`src/rtl/quad_pkg.sv`:
```
// Shared definitions for the quadrature decoder: direction encoding,
// Gray-code phase constants and the single-step transition classifier.
package quad_pkg;

    // Direction level as presented on up_down.
    typedef enum logic {
        DIR_DOWN = 1'b0,
        DIR_UP   = 1'b1
    } dir_e;

    // {A,B} phases in forward (A leads B) order.
    localparam logic [1:0] PH_00 = 2'b00;
    localparam logic [1:0] PH_10 = 2'b10;
    localparam logic [1:0] PH_11 = 2'b11;
    localparam logic [1:0] PH_01 = 2'b01;

    // Classification of one filtered-pair transition.
    typedef struct packed {
        logic valid;    // exactly one channel moved
        dir_e dir;      // meaningful only when valid
        logic illegal;  // both channels moved in the same cycle
    } step_t;

    // Position of a phase along the forward sequence 00 -> 10 -> 11 -> 01.
    function automatic logic [1:0] phase_pos(input logic [1:0] ab);
        logic [1:0] pos;
        case (ab)
            PH_00:   pos = 2'd0;
            PH_10:   pos = 2'd1;
            PH_11:   pos = 2'd2;
            default: pos = 2'd3;  // PH_01
        endcase
        return pos;
    endfunction

    // Modulo-4 distance between positions tells the step kind:
    // +1 is forward, -1 (3) is reverse, 2 is a skipped phase, 0 is no move.
    function automatic step_t quad_step(input logic [1:0] old_ab,
                                        input logic [1:0] new_ab);
        step_t      s;
        logic [1:0] delta;
        s     = '{valid: 1'b0, dir: DIR_UP, illegal: 1'b0};
        delta = phase_pos(new_ab) - phase_pos(old_ab);
        case (delta)
            2'd1: begin
                s.valid = 1'b1;
                s.dir   = DIR_UP;
            end
            2'd3: begin
                s.valid = 1'b1;
                s.dir   = DIR_DOWN;
            end
            2'd2:    s.illegal = 1'b1;
            default: s.valid   = 1'b0;
        endcase
        return s;
    endfunction

endpackage

```
`src/rtl/quadrature_decoder_if.sv`:
```
// Encoder-side bundle of the quadrature decoder: raw channels and error
// clear in, counter-facing step pulse, direction and error flag out.
interface quadrature_decoder_if;
    logic a_in;
    logic b_in;
    logic err_clr;
    logic enable;
    logic up_down;
    logic err;

    // Drives the encoder channels and consumes the decoded step.
    modport master (
        output a_in, b_in, err_clr,
        input  enable, up_down, err
    );

    // The decoder itself.
    modport slave (
        input  a_in, b_in, err_clr,
        output enable, up_down, err
    );
endinterface

```
`src/rtl/quadrature_decoder_glitch_filter.sv`:
```
// One encoder channel: two-flop synchroniser followed by a stability filter.
// The filtered bit only follows the synchronised input after it has differed
// for FILTER_CYCLES consecutive cycles. While load is high the filter is
// bypassed so the resting level is captured without a qualification delay.
module glitch_filter #(
    parameter int FILTER_CYCLES = 4  // legal range 1..15
) (
    input  logic clk,
    input  logic rst,
    input  logic load,
    input  logic d_in,
    output logic filt_out,
    output logic filt_next
);

    localparam logic [3:0] CNT_LAST = 4'(FILTER_CYCLES - 1);

    logic       sync1_q, sync1_d;
    logic       sync2_q, sync2_d;
    logic       filt_q,  filt_d;
    logic [3:0] cnt_q,   cnt_d;

    // Synchroniser shift path for the asynchronous channel input.
    always_comb begin
        sync1_d = d_in;
        sync2_d = sync1_q;
    end

    // Stability counter and filtered value update.
    always_comb begin
        // NOTE: defaults first on every path keep this purely combinational; a missed branch would otherwise infer a latch.
        cnt_d  = cnt_q;
        filt_d = filt_q;
        if (load) begin
            filt_d = sync2_q;
            cnt_d  = 4'd0;
        end else if (sync2_q == filt_q) begin
            cnt_d  = 4'd0;
        end else if (cnt_q == CNT_LAST) begin
            filt_d = sync2_q;
            cnt_d  = 4'd0;
        end else begin
            cnt_d  = cnt_q + 4'd1;
        end
    end

    // State registers; reset discards any partially qualified edge.
    always_ff @(posedge clk or posedge rst) begin
        // NOTE: non-blocking assignments so every flop samples pre-edge values regardless of statement order.
        if (rst) begin
            sync1_q <= 1'b0;
            sync2_q <= 1'b0;
            filt_q  <= 1'b0;
            cnt_q   <= 4'd0;
        end else begin
            sync1_q <= sync1_d;
            sync2_q <= sync2_d;
            filt_q  <= filt_d;
            cnt_q   <= cnt_d;
        end
    end

    assign filt_out  = filt_q;
    assign filt_next = filt_d;

endmodule

```
`src/rtl/quadrature_decoder.sv`:
```
// Quadrature decoder front end for the up/down counter. Both channels are
// synchronised and glitch-filtered, then each transition of the filtered
// pair is classified: a single-channel move yields one enable pulse with its
// direction, a simultaneous move of both channels sets the sticky error.
module quadrature_decoder
    import quad_pkg::*;
#(
    parameter int FILTER_CYCLES = 4  // legal range 1..15
) (
    input logic                 clk,
    input logic                 rst,
    quadrature_decoder_if.slave bus
);

    logic       filt_a, filt_a_next;
    logic       filt_b, filt_b_next;
    logic       load;
    step_t      step;

    logic [1:0] arm_cnt_q, arm_cnt_d;
    logic       armed_q,   armed_d;
    logic       enable_q,  enable_d;
    logic       up_down_q, up_down_d;
    logic       err_q,     err_d;

    // Until armed, the filters track the encoder directly so the resting
    // position after reset is absorbed rather than counted.
    assign load = ~armed_q;

    glitch_filter #(.FILTER_CYCLES(FILTER_CYCLES)) u_filt_a (
        .clk       (clk),
        .rst       (rst),
        .load      (load),
        .d_in      (bus.a_in),
        .filt_out  (filt_a),
        .filt_next (filt_a_next)
    );

    glitch_filter #(.FILTER_CYCLES(FILTER_CYCLES)) u_filt_b (
        .clk       (clk),
        .rst       (rst),
        .load      (load),
        .d_in      (bus.b_in),
        .filt_out  (filt_b),
        .filt_next (filt_b_next)
    );

    // The pair being registered this edge against the pair held now.
    assign step = quad_step({filt_a, filt_b}, {filt_a_next, filt_b_next});

    // Arming: the two edges needed to fill the synchroniser plus one load
    // edge into filt, then decode is enabled for good.
    always_comb begin
        arm_cnt_d = armed_q ? arm_cnt_q : arm_cnt_q + 2'd1;
        armed_d   = armed_q | (arm_cnt_q == 2'd2);
    end

    // Step pulse, direction and sticky error; a set beats a same-edge clear.
    always_comb begin
        enable_d  = 1'b0;
        up_down_d = up_down_q;
        err_d     = err_q;
        if (bus.err_clr) begin
            err_d = 1'b0;
        end
        if (armed_q) begin
            if (step.valid) begin
                enable_d  = 1'b1;
                up_down_d = step.dir;
            end
            if (step.illegal) begin
                err_d = 1'b1;
            end
        end
    end

    // Arming state and registered outputs.
    always_ff @(posedge clk or posedge rst) begin
        if (rst) begin
            arm_cnt_q <= 2'd0;
            armed_q   <= 1'b0;
            enable_q  <= 1'b0;
            up_down_q <= DIR_UP;
            err_q     <= 1'b0;
        end else begin
            arm_cnt_q <= arm_cnt_d;
            armed_q   <= armed_d;
            enable_q  <= enable_d;
            up_down_q <= up_down_d;
            err_q     <= err_d;
        end
    end

    assign bus.enable  = enable_q;
    assign bus.up_down = up_down_q;
    assign bus.err     = err_q;

endmodule
```
`src/flat_wrapper.sv`:
```
// flat-port wrapper written by rule: the top's interface ports become plain ports
module quadrature_decoder_flat import quad_pkg::*;
#(
    parameter int FILTER_CYCLES = 4                      
)
  (clk, rst, bus_a_in, bus_b_in, bus_err_clr, bus_enable, bus_up_down, bus_err);
  quadrature_decoder_if bus_i ();
  input logic clk;
  input logic rst;
  input wire logic [$bits(bus_i.a_in)-1:0] bus_a_in;
  input wire logic [$bits(bus_i.b_in)-1:0] bus_b_in;
  input wire logic [$bits(bus_i.err_clr)-1:0] bus_err_clr;
  output wire logic [$bits(bus_i.enable)-1:0] bus_enable;
  output wire logic [$bits(bus_i.up_down)-1:0] bus_up_down;
  output wire logic [$bits(bus_i.err)-1:0] bus_err;
  assign bus_i.a_in = bus_a_in;
  assign bus_i.b_in = bus_b_in;
  assign bus_i.err_clr = bus_err_clr;
  assign bus_enable = bus_i.enable;
  assign bus_up_down = bus_i.up_down;
  assign bus_err = bus_i.err;
  quadrature_decoder #(.FILTER_CYCLES(FILTER_CYCLES)) u_core (.clk(clk), .rst(rst), .bus(bus_i));
endmodule
```
`config.mk`:
```
export PLATFORM = sky130hd
export DESIGN_NAME = quadrature_decoder_flat
export DESIGN_NICKNAME = d
export VERILOG_FILES = /design/src/rtl/quad_pkg.sv /design/src/rtl/quadrature_decoder_if.sv /design/src/rtl/quadrature_decoder_glitch_filter.sv /design/src/rtl/quadrature_decoder.sv /design/src/flat_wrapper.sv
export SDC_FILE = /design/constraint.sdc
export NUM_CORES = 1
export LEC_CHECK = 0
export BUFFER_PORTS_ARGS = -buffer_cell sky130_fd_sc_hd__clkbuf_2
export CORE_MARGIN = 2
export CORE_UTILIZATION = 50
export DETAILED_ROUTE_END_ITERATION = 12
export PLACE_DENSITY = 0.76
export SLEW_MARGIN = 15
export SYNTH_ARGS = -nofsm -noshare
export SYNTH_HDL_FRONTEND = slang
export SYNTH_SLANG_ARGS = --single-unit
```
`constraint.sdc`:
```
create_clock -name clk -period 6.1 [get_ports clk]
set_input_delay 1.22 -clock clk [delete_from_list [all_inputs] [get_ports clk]]
set_output_delay 1.22 -clock clk [all_outputs]
set_load 0.05 [all_outputs]
```
==> impl_metrics.toml <==
[cts]
htreeDepth = 1
postCtsSetupBuffers = 0
cts_tree = "built"
clkLatencyLatePin_ns = 0.29
cts_buffers = 3
path_clk_slew_ns = 0.10
cts_hold_buf = 0
cts_resized = 0
cts.sinks = 20
ctsLongestPathBuffers = 2
root_buffer = "clkbuf_4"

[power_and_ir_drop]
p_total_mw = 0.499
ir_drop_mv = 0.413
p_per_area_mw_per_mm2 = 507
leakagePower_nw = 0.486

[floorplan]
die-area_mm2 = 0.00215
coreArea_mm2 = 0.00171
start_util_pct = 52.5
die_y_um = 46.4
die_w_um = 46.4
ios = 8
rows = 15

[sta]
hold_viol = 0
period_needed_ns = 2.32
slew_violations = 0
worst_pin_slew_ns = 0.742
hold_ws_ns = 0.357
fin_worst_skew_ns = 0.0134
min_period_over_period_pct = 38.0
fin_ws_ns = 3.78
fmax_mhz = 432
grt_setup_unrepaired = "no"
relSlewSlack_pct = 50.5
tns_ns = 0
setup_viol = 0

[setup_path]
critPathArrivalTime_ns = 1.10
crit_path_max_fanout = 2
slowest_stage = "dfstp_2"
start_kind = "flip-flop"
cp_top_family = "flip-flops"
worstPathRequired_ns = 4.88
cp-end-kind = "primary output"
crit_path_start = "u_core.bus.up_down"
crit_type = "reg -> out"
r2r_start = "u_core.u_filt_a.cnt_q[0]"
max_stage_delay_ns = 0.55
crit_chain = "clkbuf_2"
critical_path_buf_inv_count = 1

[route]
routed_wl_um = 1390
num_vias = 537
route.detailed.drc = 0
via_per_inst = 4.93
drtPass1Iterations = 4
wire_per_inst_um = 12.7
antenna_left = 0
drt-initial-drc-count = 6

[flow_run]
maxCapViolCount = 0

[synthesis]
synth_area_um2 = 897
ys_seq_area_share_pct = 55.9
synth_nets = 85
synth_area_per_cell_um2 = 12.1
synth_area_leaders = "dfrtp_1, ha_1, xor2_1"
ys_ff_latch = 20
syn_inst = 74
ys_warn_count = 0
synth_top_cell_area_share_pct = 53.0
yosys.area.top_type = "dfrtp_1"
synth_cell_types = 26

[final_layout]
fin_area_um2 = 985
final_util_pct = 57.7
areaGrowthSynthToFinish_pct = 9.76
final_layout_size_suffix_gt1_share_pct = 20.2
fin_nets = 96
nFillCells = 136
final_cells = 109
n_antenna_cell = 0

[global_routing]
antenna_found_initial = 0
grt_max_degree = 21
grt.total_usage_pct = 16.0
grt_pass1_wl_um = 2370
grt_pass1_vias = 562
grt-ovfl-total = 0

[min_path]
min_path_type = "reg -> reg"
min_from = "u_core.u_filt_a.sync1_q"

[placement]
place_inst = 105
gp_congestion = 0.671
port_buffers = 7
pre_cts_ws_ns = 3.87
dp_hpwl_um = 1060
postPlaceCellArea_um2 = 958

[outcome]
status = "complete, no violations"
-- path summary, 6_finish.rpt --
kind	endpoint	slack, ns	cells after the start
worst max-delay path	bus_up_down	3.78	1
worst min-delay path	u_core.u_filt_a.sync2_q	0.36	0
worst max register to register	u_core.bus.up_down	3.90	8
worst min register to register	u_core.u_filt_a.sync2_q	0.36	0
max in group asynchronous	u_core.u_filt_b.cnt_q[0]	4.61	2
min in group asynchronous	u_core.u_filt_b.sync2_q	1.01	2
-- Yosys cell counts --
| cell | instances |
|---|---|
| nand2b_1 | 1 |
| dfstp_2 | 1 |
| inv_1 | 6 |
| nand3b_1 | 1 |
| nand3_1 | 2 |
| and3_1 | 2 |
| dfrtp_1 | 19 |
| ha_1 | 6 |
| mux2_4 | 1 |
| nand4bb_1 | 1 |
| o21ai_0 | 2 |
| buf_2 | 1 |
| a21oi_1 | 1 |
| o211ai_4 | 1 |
| nor3_1 | 2 |
| nor2_1 | 5 |
| xnor2_1 | 4 |
| o31ai_2 | 1 |
| o22ai_1 | 1 |
| or2_2 | 1 |
| nor3b_2 | 1 |
| nor3b_1 | 1 |
| or2b_1 | 1 |
| xor2_1 | 5 |
| mux2_2 | 1 |
| nand2_1 | 6 |
-- layout by cell type (no fill, tap or decap), types with 2 or more instances in the layout --
| cell | Yosys | final |
|---|---|---|
| nor2_1 | 5 | 5 |
| dfrtp_1 | 19 | 19 |
| xor2_1 | 5 | 5 |
| nand2_1 | 6 | 6 |
| ha_1 | 6 | 6 |
| clkbuf_4 | 0 | 3 |
| and3_1 | 2 | 2 |
| nor3_1 | 2 | 2 |
| clkbuf_2 | 0 | 7 |
| o21ai_0 | 2 | 2 |
| nand3_1 | 2 | 2 |
| xnor2_1 | 4 | 4 |
| inv_1 | 6 | 6 |
-- logic make-up after synthesis --
group | count (synthesis) | share of synthesized area (%)
AO/OA/AOI/OAI | 6 | 6.14
XOR/XNOR | 9 | 8.79
adder cells (fa/ha/maj) | 6 | 8.37
buffers and inverters | 7 | 3.07
flip-flops | 20 | 55.9
multiplexers | 2 | 2.93
AND/OR/NAND/NOR | 24 | 14.8
-- sequential cells by signal, indices dropped and copies added, names as in the netlist --
register	cells
u_core.bus.up_down	1
u_core.bus.enable	1
u_core.armed_q	1
u_core.u_filt_a.sync1_q	1
u_core.u_filt_a.sync2_q	1
u_core.bus.err	1
u_core.u_filt_a.cnt_q	4
u_core.u_filt_a.filt_out	1
u_core.u_filt_b.filt_out	1
u_core.u_filt_b.cnt_q	4
u_core.arm_cnt_q	2
u_core.u_filt_b.sync2_q	1
u_core.u_filt_b.sync1_q	1
-- final cells by class --
| type | instances | area (µm²) | share of cell area [%] |
|---|---|---|---|
| clock buffer | 4 | 26.3 | 2.67 |
| inverter | 6 | 22.5 | 2.29 |
| multi-input combinational | 47 | 368 | 37.4 |
| sequential | 20 | 502 | 51.0 |
| tap | 25 | 31.3 | 3.18 |
| timing repair buffer | 7 | 35.0 | 3.56 |
-- layer usage --
metal	routed length [µm]	GRT usage, %	up-vias
met5	0	0	-
met4	21	8.57	0
met3	51	3.92	4
met2	704	27.2	11
met1	609	18.3	259
li1	-	-	263
-- power by group --
group | internal (mW) | total (mW) | switching, mW
clock network | 0.0254 | 0.0630 | 0.0376
logic | 0.109 | 0.247 | 0.137
registers | 0.168 | 0.189 | 0.0211
No activity file was read; power rests on OpenSTA's default activity.
